===== config.mk =====
export PLATFORM = sky130hd
export DESIGN_NAME = cp_remover
export DESIGN_NICKNAME = d
export VERILOG_FILES = /design/src/rtl/cp_remover.sv
export SDC_FILE = /design/constraint.sdc
export NUM_CORES = 1
export LEC_CHECK = 0
export ABC_AREA = 0
export BUFFER_PORTS_ARGS = -buffer_cell sky130_fd_sc_hd__buf_2
export CAP_MARGIN = 0
export CORE_ASPECT_RATIO = 1.5
export CORE_MARGIN = 2
export CORE_UTILIZATION = 45
export DETAILED_ROUTE_END_ITERATION = 8
export GPL_TIMING_DRIVEN = 0
export PLACE_DENSITY = 0.75
export SLEW_MARGIN = 40
export SYNTH_ARGS = -nofsm -noshare
export SYNTH_HDL_FRONTEND = slang
export SYNTH_SLANG_ARGS = --single-unit

===== constraint.sdc =====
create_clock -name clk -period 1.6 [get_ports clk]
set_input_delay 0.32 -clock clk [delete_from_list [all_inputs] [get_ports clk]]
set_output_delay 0.32 -clock clk [all_outputs]
set_load 0.02 [all_outputs]

===== src/rtl/cp_remover.sv =====
// cp_remover: receive-side cyclic-prefix removal.
// Drops CP_LEN prefix samples of every OFDM symbol and forwards the FFT_LEN
// body samples, tagged with start/end-of-symbol markers, through a single
// valid/ready output register stage.
module cp_remover #(
  parameter int DW      = 16,
  parameter int FFT_LEN = 64,
  parameter int CP_LEN  = 16
) (
  input  logic          clk,
  input  logic          rst_n,
  input  logic          in_valid,
  output logic          in_ready,
  input  logic [DW-1:0] in_real,
  input  logic [DW-1:0] in_imag,
  input  logic          in_sos,
  output logic          out_valid,
  input  logic          out_ready,
  output logic [DW-1:0] out_real,
  output logic [DW-1:0] out_imag,
  output logic          out_sof,
  output logic          out_eof,
  output logic [15:0]   sym_count,
  output logic          resync_err
);

  // Sample counter is sized for the longer of the two segments.
  localparam int MAXLEN = (FFT_LEN > CP_LEN) ? FFT_LEN : CP_LEN;
  localparam int CW     = $clog2(MAXLEN);

  localparam logic [CW-1:0] CNT_ZERO = {CW{1'b0}};
  localparam logic [CW-1:0] CNT_ONE  = CW'(1);
  localparam logic [CW-1:0] CP_LAST  = CW'(CP_LEN - 1);
  localparam logic [CW-1:0] FFT_LAST = CW'(FFT_LEN - 1);

  typedef enum logic [1:0] {
    ST_SEARCH = 2'd0,
    ST_DROP   = 2'd1,
    ST_PASS   = 2'd2
  } state_t;

  // A symbol start counts as prefix sample 0; with a one-sample prefix the
  // very next beat is already body sample 0.
  localparam state_t        START_ST  = (CP_LEN == 1) ? ST_PASS : ST_DROP;
  localparam logic [CW-1:0] START_CNT = (CP_LEN == 1) ? CNT_ZERO : CNT_ONE;

  state_t        state_r;
  logic [CW-1:0] cnt_r;

  logic          beat_s;
  logic          sos_beat_s;
  logic          resync_s;
  logic          load_s;
  logic [CW-1:0] cnt_inc_s;

  // Input acceptance: prefix/search beats never need the output register,
  // body beats need a free (or simultaneously draining) output slot.
  always_comb begin
    in_ready = 1'b1;
    case (state_r)
      ST_SEARCH: in_ready = 1'b1;
      ST_DROP:   in_ready = 1'b1;
      ST_PASS:   in_ready = ~out_valid | out_ready;
      default:   in_ready = 1'b1;
    endcase
  end

  assign beat_s     = in_valid & in_ready;
  assign sos_beat_s = beat_s & in_sos;
  assign cnt_inc_s  = cnt_r + CNT_ONE;

  // A symbol start anywhere except the expected boundary (DROP, cnt 0) is a
  // loss of timing alignment; SEARCH starts are the normal acquisition path.
  assign resync_s = sos_beat_s &
                    (((state_r == ST_DROP) && (cnt_r != CNT_ZERO)) ||
                     (state_r == ST_PASS));

  // Body beats are loaded unless they restart the symbol.
  assign load_s = beat_s & (state_r == ST_PASS) & ~in_sos;

  // Symbol framing FSM with sample counter, completed-symbol counter and
  // resync pulse.
  always_ff @(posedge clk or negedge rst_n) begin
    if (!rst_n) begin
      state_r    <= ST_SEARCH;
      cnt_r      <= CNT_ZERO;
      sym_count  <= 16'd0;
      resync_err <= 1'b0;
    end else begin
      resync_err <= resync_s;
      case (state_r)
        ST_SEARCH: begin
          if (sos_beat_s) begin
            state_r <= START_ST;
            cnt_r   <= START_CNT;
          end else begin
            state_r <= ST_SEARCH;
            cnt_r   <= CNT_ZERO;
          end
        end
        ST_DROP: begin
          if (resync_s) begin
            state_r <= START_ST;
            cnt_r   <= START_CNT;
          end else if (beat_s) begin
            if (cnt_r == CP_LAST) begin
              state_r <= ST_PASS;
              cnt_r   <= CNT_ZERO;
            end else begin
              state_r <= ST_DROP;
              cnt_r   <= cnt_inc_s;
            end
          end else begin
            state_r <= ST_DROP;
            cnt_r   <= cnt_r;
          end
        end
        ST_PASS: begin
          if (resync_s) begin
            // Partial symbol abandoned: no eof, no symbol count.
            state_r <= START_ST;
            cnt_r   <= START_CNT;
          end else if (load_s) begin
            if (cnt_r == FFT_LAST) begin
              // Next symbol assumed contiguous: its prefix follows directly.
              state_r   <= ST_DROP;
              cnt_r     <= CNT_ZERO;
              sym_count <= sym_count + 16'd1;
            end else begin
              state_r <= ST_PASS;
              cnt_r   <= cnt_inc_s;
            end
          end else begin
            state_r <= ST_PASS;
            cnt_r   <= cnt_r;
          end
        end
        default: begin
          state_r <= ST_SEARCH;
          cnt_r   <= CNT_ZERO;
        end
      endcase
    end
  end

  // Output register: load on a body beat, empty on drain without reload,
  // hold everything while stalled.
  always_ff @(posedge clk or negedge rst_n) begin
    if (!rst_n) begin
      out_valid <= 1'b0;
      out_real  <= {DW{1'b0}};
      out_imag  <= {DW{1'b0}};
      out_sof   <= 1'b0;
      out_eof   <= 1'b0;
    end else if (load_s) begin
      out_valid <= 1'b1;
      out_real  <= in_real;
      out_imag  <= in_imag;
      out_sof   <= (cnt_r == CNT_ZERO);
      out_eof   <= (cnt_r == FFT_LAST);
    end else if (out_ready) begin
      // Drained with nothing new: clear markers so none look stale.
      out_valid <= 1'b0;
      out_real  <= out_real;
      out_imag  <= out_imag;
      out_sof   <= 1'b0;
      out_eof   <= 1'b0;
    end else begin
      out_valid <= out_valid;
      out_real  <= out_real;
      out_imag  <= out_imag;
      out_sof   <= out_sof;
      out_eof   <= out_eof;
    end
  end

endmodule


==> summary.md, run 1 <==
| Metric | Value |
|---|---|
| Maxcap violations | 0 |
| Final non-filler cell total | 477 |
| Drt drc | 0 |
| PortBufs | 88 |
| Vias | 2433 |
| CP max stage delay | between 0.4 and 0.5 ns |
| Pint | 2.602 mW |
| Final worst-path cycle share | 105.8% |
| Vias per cell | roughly 5.1 |
| DP Area | ~3200 µm² |
| CP top delay family | simple AND/OR/NAND/NOR gates |
| Net count reported at finish | 440 |
| Post-synth EDFFs | 0 |
| Synth Warn # | 0 |
| P&R area growth vs syn | 40.82% |
| Routability cong. | between 0.8 and 0.9 |
| Filler Cell Count | about 470 |
| CTS tree | yes |
| Total nets after synthesis | 319 |
| Part of the power in combinational logic | 19.3% |
| Hold Fails Final Rpt | 0 |
| H-tree Lvls | 3 |
| Fin Clk Skew | 0.009229 ns |
| Top FF cell, synth | dfrtp_1 |
| Avg Inst Size Synth | 9.570 µm² |
| Hpwl dp | about 4500 µm |
| Actual slew at the worst max-slew pin | 0.7363 ns |
| Ant diodes | 0 |
| Minimum clock period | ~1.7 ns |
| Clock Latency Late Sink | roughly 0.34 ns |
| Die Height | 98.34 µm |
| Synth Instances | about 280 |
| Reg power frac | 45.1% |
| Max-slew violations | 0 |
| Core area | a little under 6000 µm² |
| Hold WC Path Type | primary input to async pin |
| Failing checks | negative setup slack |
| # setup viols final | 7 |
| RSZ-0062 raised after global routing | true |
| Setup crit start kind | register |
| Clk Tree Root Cell | clkbuf_8 |
| Ys async rst share | 100.0% |
| WL/cell | approximately 14 µm |
| Bufs on Longest Clock Path | 2 |
| GRT Total Usage | between 20% and 30% |
| DRT Pass-1 Iters | 4 |
| First-pass GRT wire length | just over 10000 µm |
| #FFs+latches synth | 60 |
| Largest net degree at the start of global routing | about 60 |
| Leakage | around 2.2 nW |
| Status | finished, violations left |
| Area of the mapped netlist | roughly 2700 µm² |
| Die area | between 6000 and 7000 µm² |
| Layout cells sized above 1 | between 40% and 50% |
| FMAX | 0.5907 GHz |
| Initial antenna violation count | 0 |
| Distinct cells, synth | 38 |
| Num CTS Buffers | 9 |
| Slew margin rel. | approximately 51% |
| Final WS setup | -0.09294 ns |
| Placed Cells | about 440 |
| PD cells | about 960 nW/µm² |
| Critical path fanouts, max | 4 |
| Post-DRT Antenna Nets | 0 |
| Register area share after synthesis | a little under three fifths |
| Switching share of power | between 20 and 30% |
| Slowest-stage cell, CP | dfrtp_1 |
| Cts hold-fix bufs | 0 |
| Vias in the first global route | roughly 2300 |
| Crit Path Class | register to register |
| Starting Density | 46.15% |
| Sw power | 1.020 mW |
| Max VDD drop | just under 0.6 mV |
| WP data arrival | 1.93 ns |
| Die W | 66.90 µm |
| Worst EP required | about 1.8 ns |
| CP Cell Sequence | nand4bb_2 -> and3_2 -> a21oi_2 -> a32oi_1 -> a211oi_1 |
| Row count | 34 |
| Drt initial violations | approximately 140 |
| Clock Power Share | 35.7% |
| Worst-path clk slew | around 0.070 ns |
| Drt total wl | around 6700 µm |
| Post-route cell area | around 3800 µm² |
| # IOs | 90 |
| Endpoint type of the worst setup path | register |
| Crit path buffers/inverters | 0 |
| GRT Residual Overflow | 0 |
| Sink Count | 60 |
==> sequential cells by signal, summed over array words and instances, names as in the netlist <==
| signal | flops |
|---|---|
| out_imag | 16 |
| out_eof | 1 |
| sym_count | 16 |
| out_sof | 1 |
| out_real | 16 |
| state_r | 2 |
| cnt_r | 6 |
| resync_err | 1 |
| out_valid | 1 |
==> worst reg2reg max path, stage by stage (launching register included) <==
cell	delay, ns
dfrtp_1	0.41
nand4bb_2	0.30
and3_2	0.31
a21oi_2	0.19
a32oi_1	0.12
a211oi_1	0.28
==> area by class of cell <==
type / count / area, µm² / area share, %
repair buffers: 110 / 619.3 / 16.47
flip-flops and latches: 60 / 1501 / 39.93
plain buffers: 11 / 82.58 / 2.196
multi-input cells: 205 / 1271 / 33.81
well taps: 72 / 90.09 / 2.396
clock buffers: 11 / 131.4 / 3.494
clock inverters: 5 / 52.55 / 1.398
inverters: 3 / 11.26 / 0.2995
==> metal layers <==
layer / track usage, % / vias up / part of all wire, %
met4: 12.40 / 0 / 2.9
met5: 0 / - / 0
met3: 3.111 / 18 / 4.2
met1: 24.53 / 1177 / 39
li1: - / 1162 / -
met2: 34.77 / 76 / 54
==> synth_stat cells, drive strengths merged (2+ instances only) <==
cell type | n | share of area, %
o22ai | 2 | 0.47
nand2 | 109 | 15
nand3 | 8 | 2.0
and2 | 3 | 0.70
inv | 3 | 0.42
a21oi | 5 | 0.94
buf | 5 | 1.1
xor2 | 5 | 1.6
clkbuf | 6 | 0.84
dfrtp | 60 | 56
a22o | 2 | 0.66
nor2 | 12 | 1.9
nand4 | 8 | 1.9
ha | 3 | 1.4
nor3 | 3 | 1.1
xnor2 | 12 | 3.9
o21ai | 3 | 0.56
a31oi | 4 | 0.94
nand2b | 3 | 0.70
and3 | 8 | 1.9
==> timing repair <==
item,in CTS,in global routing
endpoints found under the setup margin,48,52
buffers inserted,9,11
gates resized for setup,10,46
pin swaps,2,20
cloned,0,2
==> cell families (layout without fill, tap and decap cells) <==
group                      count (synthesis)  count (layout)  synth area share (%)
AOI/OAI and AO/OA                         21              21                 5.248
xor gates and xnor gates                  17              17                 5.576
adders and majority gates                  4               4                 1.781
and+or+nand+nor                          162             162                 28.40
muxes                                      1               1                0.3749
DFF                                       60              60                 56.23
buffers and inverters                     14             140                 2.389
==> placed cells by master (no fill, tap or decap), types with 2 or more instances in the layout <==
| master | instances |
|---|---|
| buf_4 | 21 |
| clkinv_2 | 3 |
| o22ai_1 | 2 |
| buf_2 | 87 |
| nand4_1 | 8 |
| inv_1 | 3 |
| nor2_4 | 5 |
| xor2_1 | 5 |
| clkbuf_8 | 9 |
| nand2b_1 | 2 |
| ha_1 | 2 |
| xnor2_1 | 11 |
| a22o_1 | 2 |
| dfrtp_1 | 60 |
| and2_1 | 2 |
| nor2_1 | 6 |
| nand3_1 | 4 |
| and3_4 | 4 |
| clkbuf_2 | 3 |
| a31oi_1 | 4 |
| and3_1 | 3 |
| nor3_4 | 3 |
| clkbuf_1 | 5 |
| buf_6 | 6 |
| o21ai_0 | 3 |
| a21oi_2 | 3 |
| nand2_1 | 108 |
| nand3_2 | 3 |
==> path summary, 6_finish.rpt <==
check | cells after the start | slack [ns] | endpoint | startpoint
setup / recovery | 5 | -0.09 | cnt_r[3]$_DFFE_PN0P_ | state_r[0]$_DFF_PN0_
setup reg to reg | 5 | -0.09 | cnt_r[3]$_DFFE_PN0P_ | state_r[0]$_DFF_PN0_
hold / removal | 1 | 0.03 | sym_count[14]$_DFFE_PN0P_ | rst_n
max in group asynchronous | 1 | 1.06 | cnt_r[1]$_DFFE_PN0P_ | rst_n
hold reg to reg | 1 | 0.46 | sym_count[15]$_DFFE_PN0P_ | sym_count[15]$_DFFE_PN0P_
min in group clk | 3 | 0.17 | out_imag[15]$_DFFE_PN0P_ | in_imag[15]
==> per-stage QoR <==
stage | util, % | power [mW] | hold WS [ns] | setup slack (ns) | setup TNS, ns
floorplan | - | 1.975 | 0.02441 | 0.01694 | 0
global placement | 55.49 | 2.131 | 0.4532 | -0.1404 | -1.091
detailed placement | 55.54 | 2.147 | 0.4410 | -0.1713 | -2.154
CTS | 60.55 | 3.511 | 0.08258 | -0.02803 | -0.05120
global route | 64.99 | 3.763 | 0.09759 | -0.1494 | -2.649
finish | 64.99 | 3.622 | 0.02760 | -0.09294 | -0.2302
==> power by group through the flow <==
stage	sequential [mW]	clock (mW)	combinational (mW)
detailed placement	1.67	0	0.474
global placement	1.67	0	0.460
global route	1.64	1.38	0.746
floorplan	1.67	0	0.307
finish	1.63	1.29	0.698
CTS	1.63	1.31	0.570
(Power assumes the default switching activity.)
==> run 2, diff against run 1 <==
BUFFER_PORTS_ARGS = -buffer_cell sky130_fd_sc_hd__clkbuf_2   (was -buffer_cell sky130_fd_sc_hd__buf_2)
CORE_UTILIZATION = 38   (was 45)
PLACE_DENSITY = 0.66   (was 0.75)
SETUP_SLACK_MARGIN = 0.5   (was not set)
==> summary.md, run 2 (synthesized netlist as in run 1, its figures left out) <==
| Metric | Value |
|---|---|
| Sink Count | 60 (unchanged) |
| Worst EP required | 1.82 ns (-0.02 ns) |
| Minimum clock period | 1.659 ns (-0.03404 ns) |
| Max-slew violations | 0 (unchanged) |
| Setup crit start kind | register |
| Drt drc | 0 (unchanged) |
| CTS tree | yes |
| Ant diodes | 0 (unchanged) |
| Hold WC Path Type | primary input to register |
| P&R area growth vs syn | 84.16% |
| Row count | 37 (+8.8%) |
| Slew margin rel. | 56.59% (+5.7 points) |
| Largest regs | out_imag (16), out_real (16), sym_count (16) |
| Net count reported at finish | 480 (+9.1%) |
| GRT Residual Overflow | 0 (unchanged) |
| R2r worst-path depth | 7 (+2) |
| Starting Density | 38.97% (-7.2 points) |
| Leakage | 2.630 nW (+22%) |
| Crit Reg-Reg Startpoint | state_r[0]$_DFF_PN0_ |
| Slowest-stage cell, CP | dfrtp_1 |
| Clk Tree Root Cell | clkbuf_8 |
| Smallest hold slack | 0.1827 ns (+0.1551 ns) |
| H-tree Lvls | 3 (unchanged) |
| Worst Hold Path Cells | 3 |
| Die Height | 106.7 µm (+8.5%) |
| FMAX | 0.6028 GHz (+2.1%) |
| WP data arrival | 1.88 ns (-0.05 ns) |
| Clock Latency Late Sink | 0.34 ns (about the same) |
| Initial antenna violation count | 0 (unchanged) |
| Final core occ | 71.77% (+6.8 points) |
| Final WS setup | -0.05890 ns (+0.03404 ns) |
| Setup Total Neg Slack | -0.3036 ns (-0.07336 ns) |
| WL/cell | 16.65 µm (+19%) |
| Routability cong. | 0.8587 (+3.4%) |
| Worst r2r dst | sym_count[15]$_DFFE_PN0P_ |
| Largest net degree at the start of global routing | 37 (-39%) |
| Failing checks | negative setup slack |
| Core area | 6852 µm² (+18%) |
| Critical path fanouts, max | 5 (+1) |
| Layout cells sized above 1 | 59.33% (+19 points) |
| CP max stage delay | 0.39 ns (-0.02 ns) |
| Placed Cells | 446 (+1.6%) |
| Drt initial violations | 144 (+1.4%) |
| Actual slew at the worst max-slew pin | 0.6511 ns (-0.08516 ns) |
| Vias per cell | 5.120 (+0.39%) |
| PortBufs | 88 (unchanged) |
| Crit path buffers/inverters | 2 (+2) |
| Fin Clk Skew | 0.007531 ns (-0.001698 ns) |
| Endpoint type of the worst setup path | register |
| Worst-path clk slew | 0.07 ns (about the same) |
| Drt total wl | 8710 µm (+30%) |
| Status | finished, violations left |
| Hold Fails Final Rpt | 0 (unchanged) |
| Commonest non-fill, non-tap cell in the layout | nand2_1 |
| GRT Total Usage | 20.44% (-0.33 points) |
| # setup viols final | 15 (+8) |
| RSZ-0062 raised after global routing | true |
| Vias | 2678 (+10%) |
| Max VDD drop | 0.6341 mV (+9.8%) |
| Hold_sp | in_real[4] |
| CP top delay family | simple AND/OR/NAND/NOR gates |
| Worst Hold Endpoint | out_real[4]$_DFFE_PN0P_ |
| Crit Path Class | register to register |
| Final worst-path cycle share | 103.7% (-2.1 points) |
| Bufs on Longest Clock Path | 2 (unchanged) |
| Place WS | -0.2056 ns (-0.03440 ns) |
| Num CTS Buffers | 9 (unchanged) |
| Commonest non-fill, non-tap cells in the layout | 61 x nand2_1, 58 x clkbuf_8, 54 x dfrtp_1 |
| # IOs | 90 (unchanged) |
| Die area | 7727 µm² (+17%) |
| Final non-filler cell total | 523 (+9.6%) |
| Maxcap violations | 0 (unchanged) |
| CP Cell Sequence | nor2b_1 -> buf_4 -> and4b_1 -> buf_6 -> and3_4 -> nand4_1 -> xnor2_1 |
| Setup slack, reg-to-reg | -0.06 ns (+0.03 ns) |
| Post-DRT Antenna Nets | 0 (unchanged) |
| First-pass GRT wire length | 12050 µm (+16%) |
| Die W | 72.44 µm (+8.3%) |
| Vias in the first global route | 2523 (+11%) |
| DRT Pass-1 Iters | 4 (unchanged) |
| Hpwl dp | 4609 µm (+3.2%) |
| PD cells | 762.4 nW/µm² (-21%) |
run 2: power breakdown:
| group | total (mW) | internal (mW) | leakage [nW] | switching [mW] |
|---|---|---|---|---|
| registers | 1.64 | 1.58 | 0.817 | 0.0632 |
| clock network | 1.17 | 0.602 | 0.0844 | 0.567 |
| logic | 0.940 | 0.470 | 1.73 | 0.470 |
run 2: layout make-up:
cell class / count / area (µm²)
Timing Repair Buffer: 150 / 1468
Multi-Input combinational cell: 205 / 1518
Tap cell: 78 / 97.59
Inverter: 3 / 11.26
Fill cell: 442 / 1934
Clock inverter: 2 / 10.01
Buffer: 11 / 151.4
Sequential cell: 60 / 1509
Clock buffer: 14 / 152.6
run 2: what timing repair did:
item                                   4_1_cts  5_1_grt
pin swaps                                   53       18
setup endpoints to repair                  113      116
setup buffers                               33       24
cloned                                       3        0
gates resized for setup                    188       60
endpoints found under the hold margin       24        0
hold buffers                                 1        0
run 2: worst max path at each step:
stage / slack, ns / cells after the start / from / to
2_1_floorplan: 0.04 / 5 / state_r[0]$_DFF_PN0_ / cnt_r[3]$_DFFE_PN0P_
3_3_place_gp: -0.23 / 1 / rst_n / out_valid$_DFFE_PN0P_
3_5_place_dp: -0.21 / 5 / in_valid / sym_count[5]$_DFFE_PN0P_
4_1_cts: -0.02 / 6 / cnt_r[0]$_DFFE_PN0P_ / sym_count[15]$_DFFE_PN0P_
5_1_grt: -0.18 / 7 / state_r[0]$_DFF_PN0_ / sym_count[15]$_DFFE_PN0P_
6_report: -0.06 / 7 / state_r[0]$_DFF_PN0_ / sym_count[15]$_DFFE_PN0P_
run 2: metrics by stage:
step | instance area, µm² | total power, mW
final | 4917 | 3.749
after global routing | 4917 | 3.901
after CTS | 4528 | 3.531
after detailed placement | 3288 | 2.153
after global placement | 3266 | 2.138
after floorplan | 2728 | 1.980
run 2: worst register-to-register path, delay by kind of cell (launching register included):
kind                   cells  cell delay (ns)
buffers and inverters      2             0.30
AND/OR/NAND/NOR            4             0.69
flip-flops                 1             0.39
XOR/XNOR                   1             0.17
run 2: routing by layer:
| layer | global-route usage, % | vias to the layer above | routed length [µm] |
|---|---|---|---|
| met2 | 36.30 | 85 | 4935 |
| met3 | 4.793 | 24 | 347 |
| li1 | - | 1254 | - |
| met4 | 9.392 | 0 | 308 |
| met1 | 22.60 | 1315 | 3118 |
| met5 | 0 | - | 0 |
